--- src/rtl/prog_lut_eval_pkg.sv ---
// Shared types and helpers for the programmable LUT evaluator.
package prog_lut_eval_pkg;

  typedef enum logic [1:0] {
    IDLE   = 2'd0,
    LOAD   = 2'd1,
    COMMIT = 2'd2
  } cfg_state_e;

  // Truth-table width for an n-input function.
  function automatic int TBL_W(input int n);
    return 1 << n;
  endfunction

endpackage

--- src/rtl/prog_lut_eval_if.sv ---
// Evaluation handshake plus serial configuration port.
interface prog_lut_eval_if #(
  parameter int N_IN = 3
) ();
  logic            in_valid;
  logic [N_IN-1:0] in_vec;
  logic            in_ready;
  logic            out_valid;
  logic            out_f;
  logic            out_ready;
  logic            cfg_start;
  logic            cfg_valid;
  logic            cfg_bit;
  logic            cfg_busy;
  logic            cfg_done;

  modport slave (
    input  in_valid, in_vec, out_ready, cfg_start, cfg_valid, cfg_bit,
    output in_ready, out_valid, out_f, cfg_busy, cfg_done
  );

  modport master (
    output in_valid, in_vec, out_ready, cfg_start, cfg_valid, cfg_bit,
    input  in_ready, out_valid, out_f, cfg_busy, cfg_done
  );
endinterface

--- src/rtl/prog_lut_eval_lut_cfg_loader.sv ---
// Serial truth-table loader: collects bits into a shadow table and
// flags a one-cycle COMMIT once the whole table has arrived.
module lut_cfg_loader
  import prog_lut_eval_pkg::*;
#(
  parameter int                    N_IN = 3,
  parameter logic [TBL_W(N_IN)-1:0] INIT = 'h5B
) (
  input  logic                   clk,
  input  logic                   rst,
  input  logic                   cfg_start,
  input  logic                   cfg_valid,
  input  logic                   cfg_bit,
  output logic [TBL_W(N_IN)-1:0] shadow,
  output logic                   commit,
  output logic                   cfg_busy,
  output logic                   cfg_done
);
  localparam int TW    = TBL_W(N_IN);
  localparam int CNT_W = $clog2(TW + 1);

  cfg_state_e       state_q, state_d;
  logic [CNT_W-1:0] cnt_q, cnt_d;
  logic [TW-1:0]    shadow_q, shadow_d;

  // Next-state: start (re)arms the load, valid bits fill the shadow table.
  always_comb begin
    state_d  = state_q;
    cnt_d    = cnt_q;
    shadow_d = shadow_q;
    case (state_q)
      IDLE: begin
        if (cfg_start) begin
          state_d = LOAD;
          cnt_d   = '0;
        end
      end
      LOAD: begin
        if (cfg_start) begin
          cnt_d = '0;                       // restart; bit this cycle dropped
        end else if (cfg_valid) begin
          shadow_d[cnt_q[N_IN-1:0]] = cfg_bit;
          cnt_d = cnt_q + 1'b1;             // reaches TW on the last bit, no wrap
          if (cnt_q == CNT_W'(TW - 1)) state_d = COMMIT;
        end
      end
      COMMIT:  state_d = IDLE;              // cfg_start ignored here
      default: state_d = IDLE;
    endcase
  end

  // State, counter and shadow registers.
  always_ff @(posedge clk) begin
    if (rst) begin
      state_q  <= IDLE;
      cnt_q    <= '0;
      shadow_q <= INIT;
    end else begin
      state_q  <= state_d;
      cnt_q    <= cnt_d;
      shadow_q <= shadow_d;
    end
  end

  assign shadow   = shadow_q;
  assign commit   = (state_q == COMMIT);
  assign cfg_done = commit;
  assign cfg_busy = (state_q != IDLE);
endmodule

--- src/rtl/prog_lut_eval.sv ---
// Programmable LUT evaluator: one-stage registered lookup with a
// serially reloadable truth table swapped in atomically on commit.
module prog_lut_eval
  import prog_lut_eval_pkg::*;
#(
  parameter int                    N_IN = 3,
  parameter logic [TBL_W(N_IN)-1:0] INIT = 'h5B
) (
  input  logic            clk,
  input  logic            rst,
  prog_lut_eval_if.slave  bus
);
  localparam int TW = TBL_W(N_IN);

  logic [TW-1:0] active_q, active_d;
  logic          out_valid_q, out_valid_d;
  logic          out_f_q, out_f_d;
  logic [TW-1:0] shadow;
  logic          commit;
  logic          accept;

  lut_cfg_loader #(.N_IN(N_IN), .INIT(INIT)) u_loader (
    .clk      (clk),
    .rst      (rst),
    .cfg_start(bus.cfg_start),
    .cfg_valid(bus.cfg_valid),
    .cfg_bit  (bus.cfg_bit),
    .shadow   (shadow),
    .commit   (commit),
    .cfg_busy (bus.cfg_busy),
    .cfg_done (bus.cfg_done)
  );

  assign bus.in_ready = !out_valid_q || bus.out_ready;
  assign accept       = bus.in_valid && bus.in_ready;

  // Lookup uses the pre-commit table during the COMMIT cycle itself.
  always_comb begin
    active_d    = commit ? shadow : active_q;
    out_valid_d = out_valid_q;
    out_f_d     = out_f_q;
    if (accept) begin
      out_valid_d = 1'b1;
      out_f_d     = active_q[bus.in_vec];
    end else if (bus.out_ready) begin
      out_valid_d = 1'b0;
    end
  end

  // Active table and output stage registers.
  always_ff @(posedge clk) begin
    if (rst) begin
      active_q    <= INIT;
      out_valid_q <= 1'b0;
      out_f_q     <= 1'b0;
    end else begin
      active_q    <= active_d;
      out_valid_q <= out_valid_d;
      out_f_q     <= out_f_d;
    end
  end

  assign bus.out_valid = out_valid_q;
  assign bus.out_f     = out_f_q;
endmodule
--- src/flat_wrapper.sv ---
// flat-port wrapper written by rule: the top's interface ports become plain ports
module prog_lut_eval_flat import prog_lut_eval_pkg::*;
#(
  parameter int                    N_IN = 3,
  parameter logic [TBL_W(N_IN)-1:0] INIT = 'h5B
)
  (clk, rst, bus_in_valid, bus_in_vec, bus_out_ready, bus_cfg_start, bus_cfg_valid, bus_cfg_bit, bus_in_ready, bus_out_valid, bus_out_f, bus_cfg_busy, bus_cfg_done);
  prog_lut_eval_if #(.N_IN(N_IN)) bus_i ();
  input  logic clk;
  input  logic rst;
  input wire logic [$bits(bus_i.in_valid)-1:0] bus_in_valid;
  input wire logic [$bits(bus_i.in_vec)-1:0] bus_in_vec;
  input wire logic [$bits(bus_i.out_ready)-1:0] bus_out_ready;
  input wire logic [$bits(bus_i.cfg_start)-1:0] bus_cfg_start;
  input wire logic [$bits(bus_i.cfg_valid)-1:0] bus_cfg_valid;
  input wire logic [$bits(bus_i.cfg_bit)-1:0] bus_cfg_bit;
  output wire logic [$bits(bus_i.in_ready)-1:0] bus_in_ready;
  output wire logic [$bits(bus_i.out_valid)-1:0] bus_out_valid;
  output wire logic [$bits(bus_i.out_f)-1:0] bus_out_f;
  output wire logic [$bits(bus_i.cfg_busy)-1:0] bus_cfg_busy;
  output wire logic [$bits(bus_i.cfg_done)-1:0] bus_cfg_done;
  assign bus_i.in_valid = bus_in_valid;
  assign bus_i.in_vec = bus_in_vec;
  assign bus_i.out_ready = bus_out_ready;
  assign bus_i.cfg_start = bus_cfg_start;
  assign bus_i.cfg_valid = bus_cfg_valid;
  assign bus_i.cfg_bit = bus_cfg_bit;
  assign bus_in_ready = bus_i.in_ready;
  assign bus_out_valid = bus_i.out_valid;
  assign bus_out_f = bus_i.out_f;
  assign bus_cfg_busy = bus_i.cfg_busy;
  assign bus_cfg_done = bus_i.cfg_done;
  prog_lut_eval #(.N_IN(N_IN), .INIT(INIT)) u_core (.clk(clk), .rst(rst), .bus(bus_i));
endmodule
--- config.mk ---
export PLATFORM = sky130hd
export DESIGN_NAME = prog_lut_eval_flat
export DESIGN_NICKNAME = d
export VERILOG_FILES = /design/src/rtl/prog_lut_eval_pkg.sv /design/src/rtl/prog_lut_eval_if.sv /design/src/rtl/prog_lut_eval_lut_cfg_loader.sv /design/src/rtl/prog_lut_eval.sv /design/src/flat_wrapper.sv
export SDC_FILE = /design/constraint.sdc
export NUM_CORES = 1
export LEC_CHECK = 0
export CAP_MARGIN = 20
export CORE_MARGIN = 4
export CORE_UTILIZATION = 57
export DETAILED_ROUTE_END_ITERATION = 12
export PLACE_DENSITY_LB_ADDON = 0.08
export RECOVER_POWER = 25
export SLEW_MARGIN = 20
export SYNTH_ARGS = -nofsm -noshare
export SYNTH_HDL_FRONTEND = slang
export SYNTH_SLANG_ARGS = --single-unit
--- constraint.sdc ---
create_clock -name clk -period 1.95 [get_ports clk]
set_input_delay 0.39 -clock clk [delete_from_list [all_inputs] [get_ports clk]]
set_output_delay 0.39 -clock clk [all_outputs]
set_load 0.03 [all_outputs]
==> results of run 1 <==
==> power by group through the flow <==
stage               Sequential (uW)  Clock (uW)  Combinational, uW
CTS                             504         272               93.8
global placement                514           0               91.7
finish                          504         260               92.7
detailed placement              515           0               94.5
global route                    506         291                100
floorplan                       516           0               49.1
==> registers in the layout, summed over array words and instances, names as in the netlist <==
register                 flops
u_core.active_q              8
u_core.bus.out_f             1
u_core.bus.out_valid         1
u_core.u_loader.cnt_q        4
u_core.u_loader.shadow       8
u_core.u_loader.state_q      2
==> worst reg2reg max path, cell delays in order, from the launching register on <==
cell and delay, ns:
dfxtp_1 0.45, ha_1 0.29, nand4b_1 0.10, nor2_1 0.07, a2111oi_0 0.47
==> layout make-up <==
type | count | area (um^2) | area share
Multi-Input combinational cell | 90 | 586 | 0.438
Sequential cell | 24 | 483 | 0.361
Timing Repair Buffer | 20 | 179 | 0.134
Clock buffer | 4 | 36.3 | 0.0272
Tap cell | 27 | 33.8 | 0.0253
Inverter | 5 | 18.8 | 0.0140
==> worst min path at each step <==
stage                              startpoint                        end  slack (ns)  cells past startpoint
CTS                 u_core.u_loader.shadow[7]  u_core.u_loader.shadow[7]        0.49                      2
floorplan                  u_core.active_q[0]         u_core.active_q[0]        0.44                      2
detailed placement         u_core.active_q[1]         u_core.active_q[1]        0.46                      2
finish              u_core.u_loader.shadow[7]  u_core.u_loader.shadow[7]        0.50                      2
global placement           u_core.active_q[6]         u_core.active_q[6]        0.45                      2
global route               u_core.active_q[1]         u_core.active_q[1]        0.52                      2
==> cell families (layout without fill, tap and decap cells) <==
family                   count (synthesis)  count (layout)
AND/OR/NAND/NOR                         45              45
buffers and inverters                   16              29
adder cells (fa/ha/maj)                  1               1
multiplexers                            12              12
AO/OA/AOI/OAI                           32              32
flip-flops                              24              24
==> through the flow <==
| stage | area, um^2 | power [uW] | utilization |
|---|---|---|---|
| after floorplan | 1160 | 565 | - |
| after global placement | 1300 | 606 | 0.669 |
| after detailed placement | 1300 | 610 | 0.669 |
| after CTS | 1340 | 871 | 0.688 |
| after global routing | 1340 | 897 | 0.688 |
| final | 1340 | 858 | 0.688 |
==> repair_timing <==
item	CTS	global route
gates resized for setup	3	0
endpoints found under the hold margin	0	0
endpoints found under the setup margin	1	0
==> layout by cell type (no fill, tap or decap), drive strengths merged, types with 2 or more instances in the layout <==
cell type      count
dfxtp             24
nor4               5
mux2i             12
o31ai              3
clkdlybuf4s50      9
nand2b             2
a21oi              8
nand2              9
nand4              4
and3               2
or2                2
a31oi              7
buf                8
inv                4
nor2b              6
nor2               8
a2111oi            2
clkbuf             4
dlygate4sd3        2
o21ai              8
==> routing by layer <==
| metal | wire, um | up-vias | global-route usage |
|---|---|---|---|
| li1 | - | 500 | - |
| met1 | 1160 | 479 | 0.250 |
| met2 | 1160 | 23 | 0.324 |
| met3 | 96 | 4 | 0.0423 |
| met4 | 36 | 0 | 0.115 |
| met5 | 0 | - | 0 |
==> results.toml, run 1 <==
[sta]
min_period_ns = 1.77
slew_headroom = 0.702
period_share = 0.910
worst_slack_ns = 0.176
fmax_mhz = 564
slew_violations = 0
hold_viol_final = 0
timing.hold.ws_ns = 0.501
setup_viol = 0
rsz0062_at_grt = "false"
worstMarginPinSlew_ns = 0.436
finClkSkew_ns = 0.00150
final.setup.tns_ns = 0

[setup_path]
r2r_slack_ns = 0.44
crit_family = "buffers and inverters"
crit_arrival_ns = 1.38
slowest_stage = "dlygate4sd3_1"
cp-end-kind = "output pin"
crit_chain = "dlygate4sd3_1, nor2b_1, inv_1, buf_4"
max_stage_delay_ns = 0.53
r2r_start = "u_core.u_loader.cnt_q[0]"
critPathLaunchType = "input pin"
cp_num_cells = 4
critPathBufInv = 3
crit_fanout = 3
worstSetupPathType = "input pin to output pin"
crit_start = "bus_out_ready"
critPathCapture = "bus_in_ready"
rr_worst_depth = 4
cp.required_ns = 1.56
r2r_end = "u_core.u_loader.state_q[0]"

[floorplanning]
die_area_um2 = 2820
chipHeight_um = 53.1
num_rows = 16
start_util = 0.598
io_pins = 15
core_um2 = 1940
die-width_um = 53.1

[final_layout]
diodes = 0
drive_gt1_frac = 0.112
layout.nets = 155
nFillCells = 160
area_growth_pct = 15.1
layout.cells.non_filler = 170

[synthesis]
synth_cell_types = 35
async_flop_share = 0
synthSimpleGateAreaFrac = 0.217
synth_ff_type = "dfxtp_1"
syn_avg_cell_area_um2 = 8.93
ys_warn_count = 0
synth_top_area_share = 0.414
synth-seq-cells = 24
synthTopCellsByCount = "24 x dfxtp_1, 12 x mux2i_1, 9 x nand2_1"
syn_area_um2 = 1160
syn-num-nets = 141
synth_edf_count = 0
synthTopCellsByArea = "dfxtp_1 41%, mux2i_1 10%, a31oi_1 3.8%"
synth_top_family_by_area = "simple AND/OR/NAND/NOR gates"
yosys.area.top_type = "dfxtp_1"
synth_compound_area_frac = 0.173
yosysSeqAreaShare = 0.414
synthCells = 130
synthXorXnorAreaFrac = 0
synthMuxAreaShare = 0.103
synth.most_common_cell = "dfxtp_1"
synth_fa_ha_area_frac = 0.0108

[global_route]
grt_overflow = 0
track_usage = 0.203
antenna_found_initial = 0
grt_pass1_wl_um = 4140
grt_max_degree = 14
grt_pass1_vias = 951

[pwr]
power_frac_clock = 0.304
power.switching_uw = 203
p_leak_uw = 0.000495
switching_share = 0.236
vdd_drop_max_mv = 0.450
p_seq_frac = 0.588
internal-power_uw = 655
p_per_area_nw_per_um2 = 642
p_comb_frac = 0.108

[route]
drc = 0
ant_nets = 0
via_per_inst = 5.92
drt-initial-drc-count = 30
vias = 1006
firstDrtPassIters = 4
routedWlPerCell_um = 14.4
routed_wl_um = 2450

[run]
drv_cap = 0

[placement]
dp.cells = 166
place_ws_ns = 0.156
hpwl_um = 1800
routabilityCongestion = 0.814
port-buffer-count = 14

[clocking]
cts-buffers-inserted = 3
numClockSinks = 24
clkTransAtPathRegs_ns = 0.12
cts_root_buf = "clkbuf_4"
insertion_delay_ns = 0.31
cts_tree = "built"
post_cts_buffers = 0
h-tree-depth = 1
holdBufCountCts = 0
cts_buffer_depth = 2

[outcome]
status = "completed"

[worst_hold_path]
hold_class = "register to register"
(Power assumes the default switching activity.)
==> run 2, diff against run 1 <==
--- a/config.mk
+++ b/config.mk
@@ -7,9 +7,9 @@
 export LEC_CHECK = 0
 export CAP_MARGIN = 20
 export CORE_MARGIN = 4
-export CORE_UTILIZATION = 57
+export CORE_UTILIZATION = 48
 export DETAILED_ROUTE_END_ITERATION = 12
-export PLACE_DENSITY_LB_ADDON = 0.08
+export PLACE_DENSITY = 0.71
 export RECOVER_POWER = 25
 export SLEW_MARGIN = 20
 export SYNTH_ARGS = -nofsm -noshare
==> constraint.sdc (replaced) <==
create_clock -name clk -period 1.48 [get_ports clk]
set_input_delay 0.296 -clock clk [delete_from_list [all_inputs] [get_ports clk]]
set_output_delay 0.296 -clock clk [all_outputs]
set_load 0.03 [all_outputs]
==> run 2 against run 1 <==
Worst hold slack worse by 0.0099 ns; power up 32%; sequential cell count unchanged; non-clock buffer count up 10; global-route usage down 3.4 points; final area up 6.8%; combinational power up 49%; highest routed layer unchanged.
==> results.toml, run 2 (synthesis results as in run 1) <==
[pwr]
p_leak_uw = 0.000550
power_frac_clock = 0.298
switching_share = 0.233
vdd_drop_max_mv = 0.585
p_comb_frac = 0.122
power.switching_uw = 264
p_per_area_nw_per_um2 = 795
internal-power_uw = 871
p_seq_frac = 0.580

[floorplanning]
num_rows = 17
io_pins = 15
chipHeight_um = 57.2
start_util = 0.515
core_um2 = 2250
die_area_um2 = 3270
die-width_um = 57.2

[final_layout]
diodes = 0
layout.cells.non_filler = 181
nFillCells = 212
mostFrequentLayoutCell = "dfxtp_1"
register_area_um2 = 482
layout.nets = 165
final_cell_mix = "23 x dfxtp_1, 14 x buf_4, 12 x mux2i_1"
drive_gt1_frac = 0.190
area_growth_pct = 23.0
multiInputGateArea_um2 = 596

[sta]
finClkSkew_ns = 0.00738
hold_viol_final = 0
min_period_ns = 1.41
period_share = 0.950
slew_headroom = 0.764
slew_violations = 0
worst_slack_ns = 0.0733
timing.hold.ws_ns = 0.491
final.setup.tns_ns = 0
setup_viol = 0
worstMarginPinSlew_ns = 0.345
fmax_mhz = 711
rsz0062_at_grt = "false"

[setup_path]
crit_arrival_ns = 1.11
cp-end-kind = "output pin"
worstSetupPathType = "register to output pin"
crit_fanout = 2
critPathLaunchType = "register"
cp.required_ns = 1.18

[clocking]
h-tree-depth = 1
clkTransAtPathRegs_ns = 0.13
cts-buffers-inserted = 3
cts_tree = "built"
cts_root_buf = "clkbuf_4"
numClockSinks = 24
insertion_delay_ns = 0.31
cts_buffer_depth = 2

[global_route]
grt_overflow = 0
track_usage = 0.169
antenna_found_initial = 0
grt_pass1_wl_um = 4410
grt_pass1_vias = 981
grt_max_degree = 14

[placement]
port-buffer-count = 14
place_ws_ns = -0.167
dp.cells = 175
hpwl_um = 1840
routabilityCongestion = 0.729

[route]
via_per_inst = 5.89
routed_wl_um = 2470
drt-initial-drc-count = 44
vias = 1066
ant_nets = 0
routedWlPerCell_um = 13.7
drc = 0
firstDrtPassIters = 4

[outcome]
status = "completed"

[worst_hold_path]
hold_class = "register to register"

[run]
drv_cap = 0
-- run 2: area by class of cell --
cell class | count | share of cell area
clock buffer | 4 | 0.0254
timing repair buffer | 30 | 0.182
multi-input combinational | 90 | 0.417
tap | 28 | 0.0245
sequential | 24 | 0.337
inverter | 5 | 0.0131
-- run 2: through the flow --
step	power (uW)	area, um^2	util
after detailed placement	812	1370	0.609
after global placement	809	1370	0.609
after floorplan	745	1160	-
after global routing	1190	1430	0.633
after CTS	1140	1430	0.635
final	1140	1430	0.633
-- run 2: power by group through the flow --
stage / clock network (uW) / registers (uW) / logic, uW
4_1_cts: 349 / 658 / 138
3_3_place_gp: 0 / 672 / 137
5_1_grt: 377 / 660 / 150
6_report: 339 / 658 / 138
3_5_place_dp: 0 / 672 / 140
2_1_floorplan: 0 / 680 / 64.7
-- run 2: routing by layer --
layer / up-vias / GRT usage / part of all wire
li1: 522 / - / -
met1: 497 / 0.203 / 0.42
met2: 39 / 0.292 / 0.48
met3: 8 / 0.0339 / 0.071
met4: 0 / 0.0695 / 0.028
met5: - / 0 / 0
-- run 2: worst max-delay path, cell delays in order (launching register included) --
cell	delay (ns)
dfxtp_2	0.35
or2_2	0.28
buf_2	0.18
-- run 2: worst paths after layout --
path,from,endpoint,slack (ns),cells past startpoint
setup / recovery,u_core.u_loader.state_q[0],bus_cfg_busy,0.07,2
hold / removal,u_core.active_q[3],u_core.active_q[3],0.49,2
setup reg to reg,u_core.u_loader.state_q[1],u_core.u_loader.shadow[1],0.08,6
hold reg to reg,u_core.active_q[3],u_core.active_q[3],0.49,2
-- run 2: timing repair --
item	4_1_cts	5_1_grt
buffers inserted	1	2
hold buffers	0	0
setup endpoints to repair	4	3
gates resized for setup	10	6
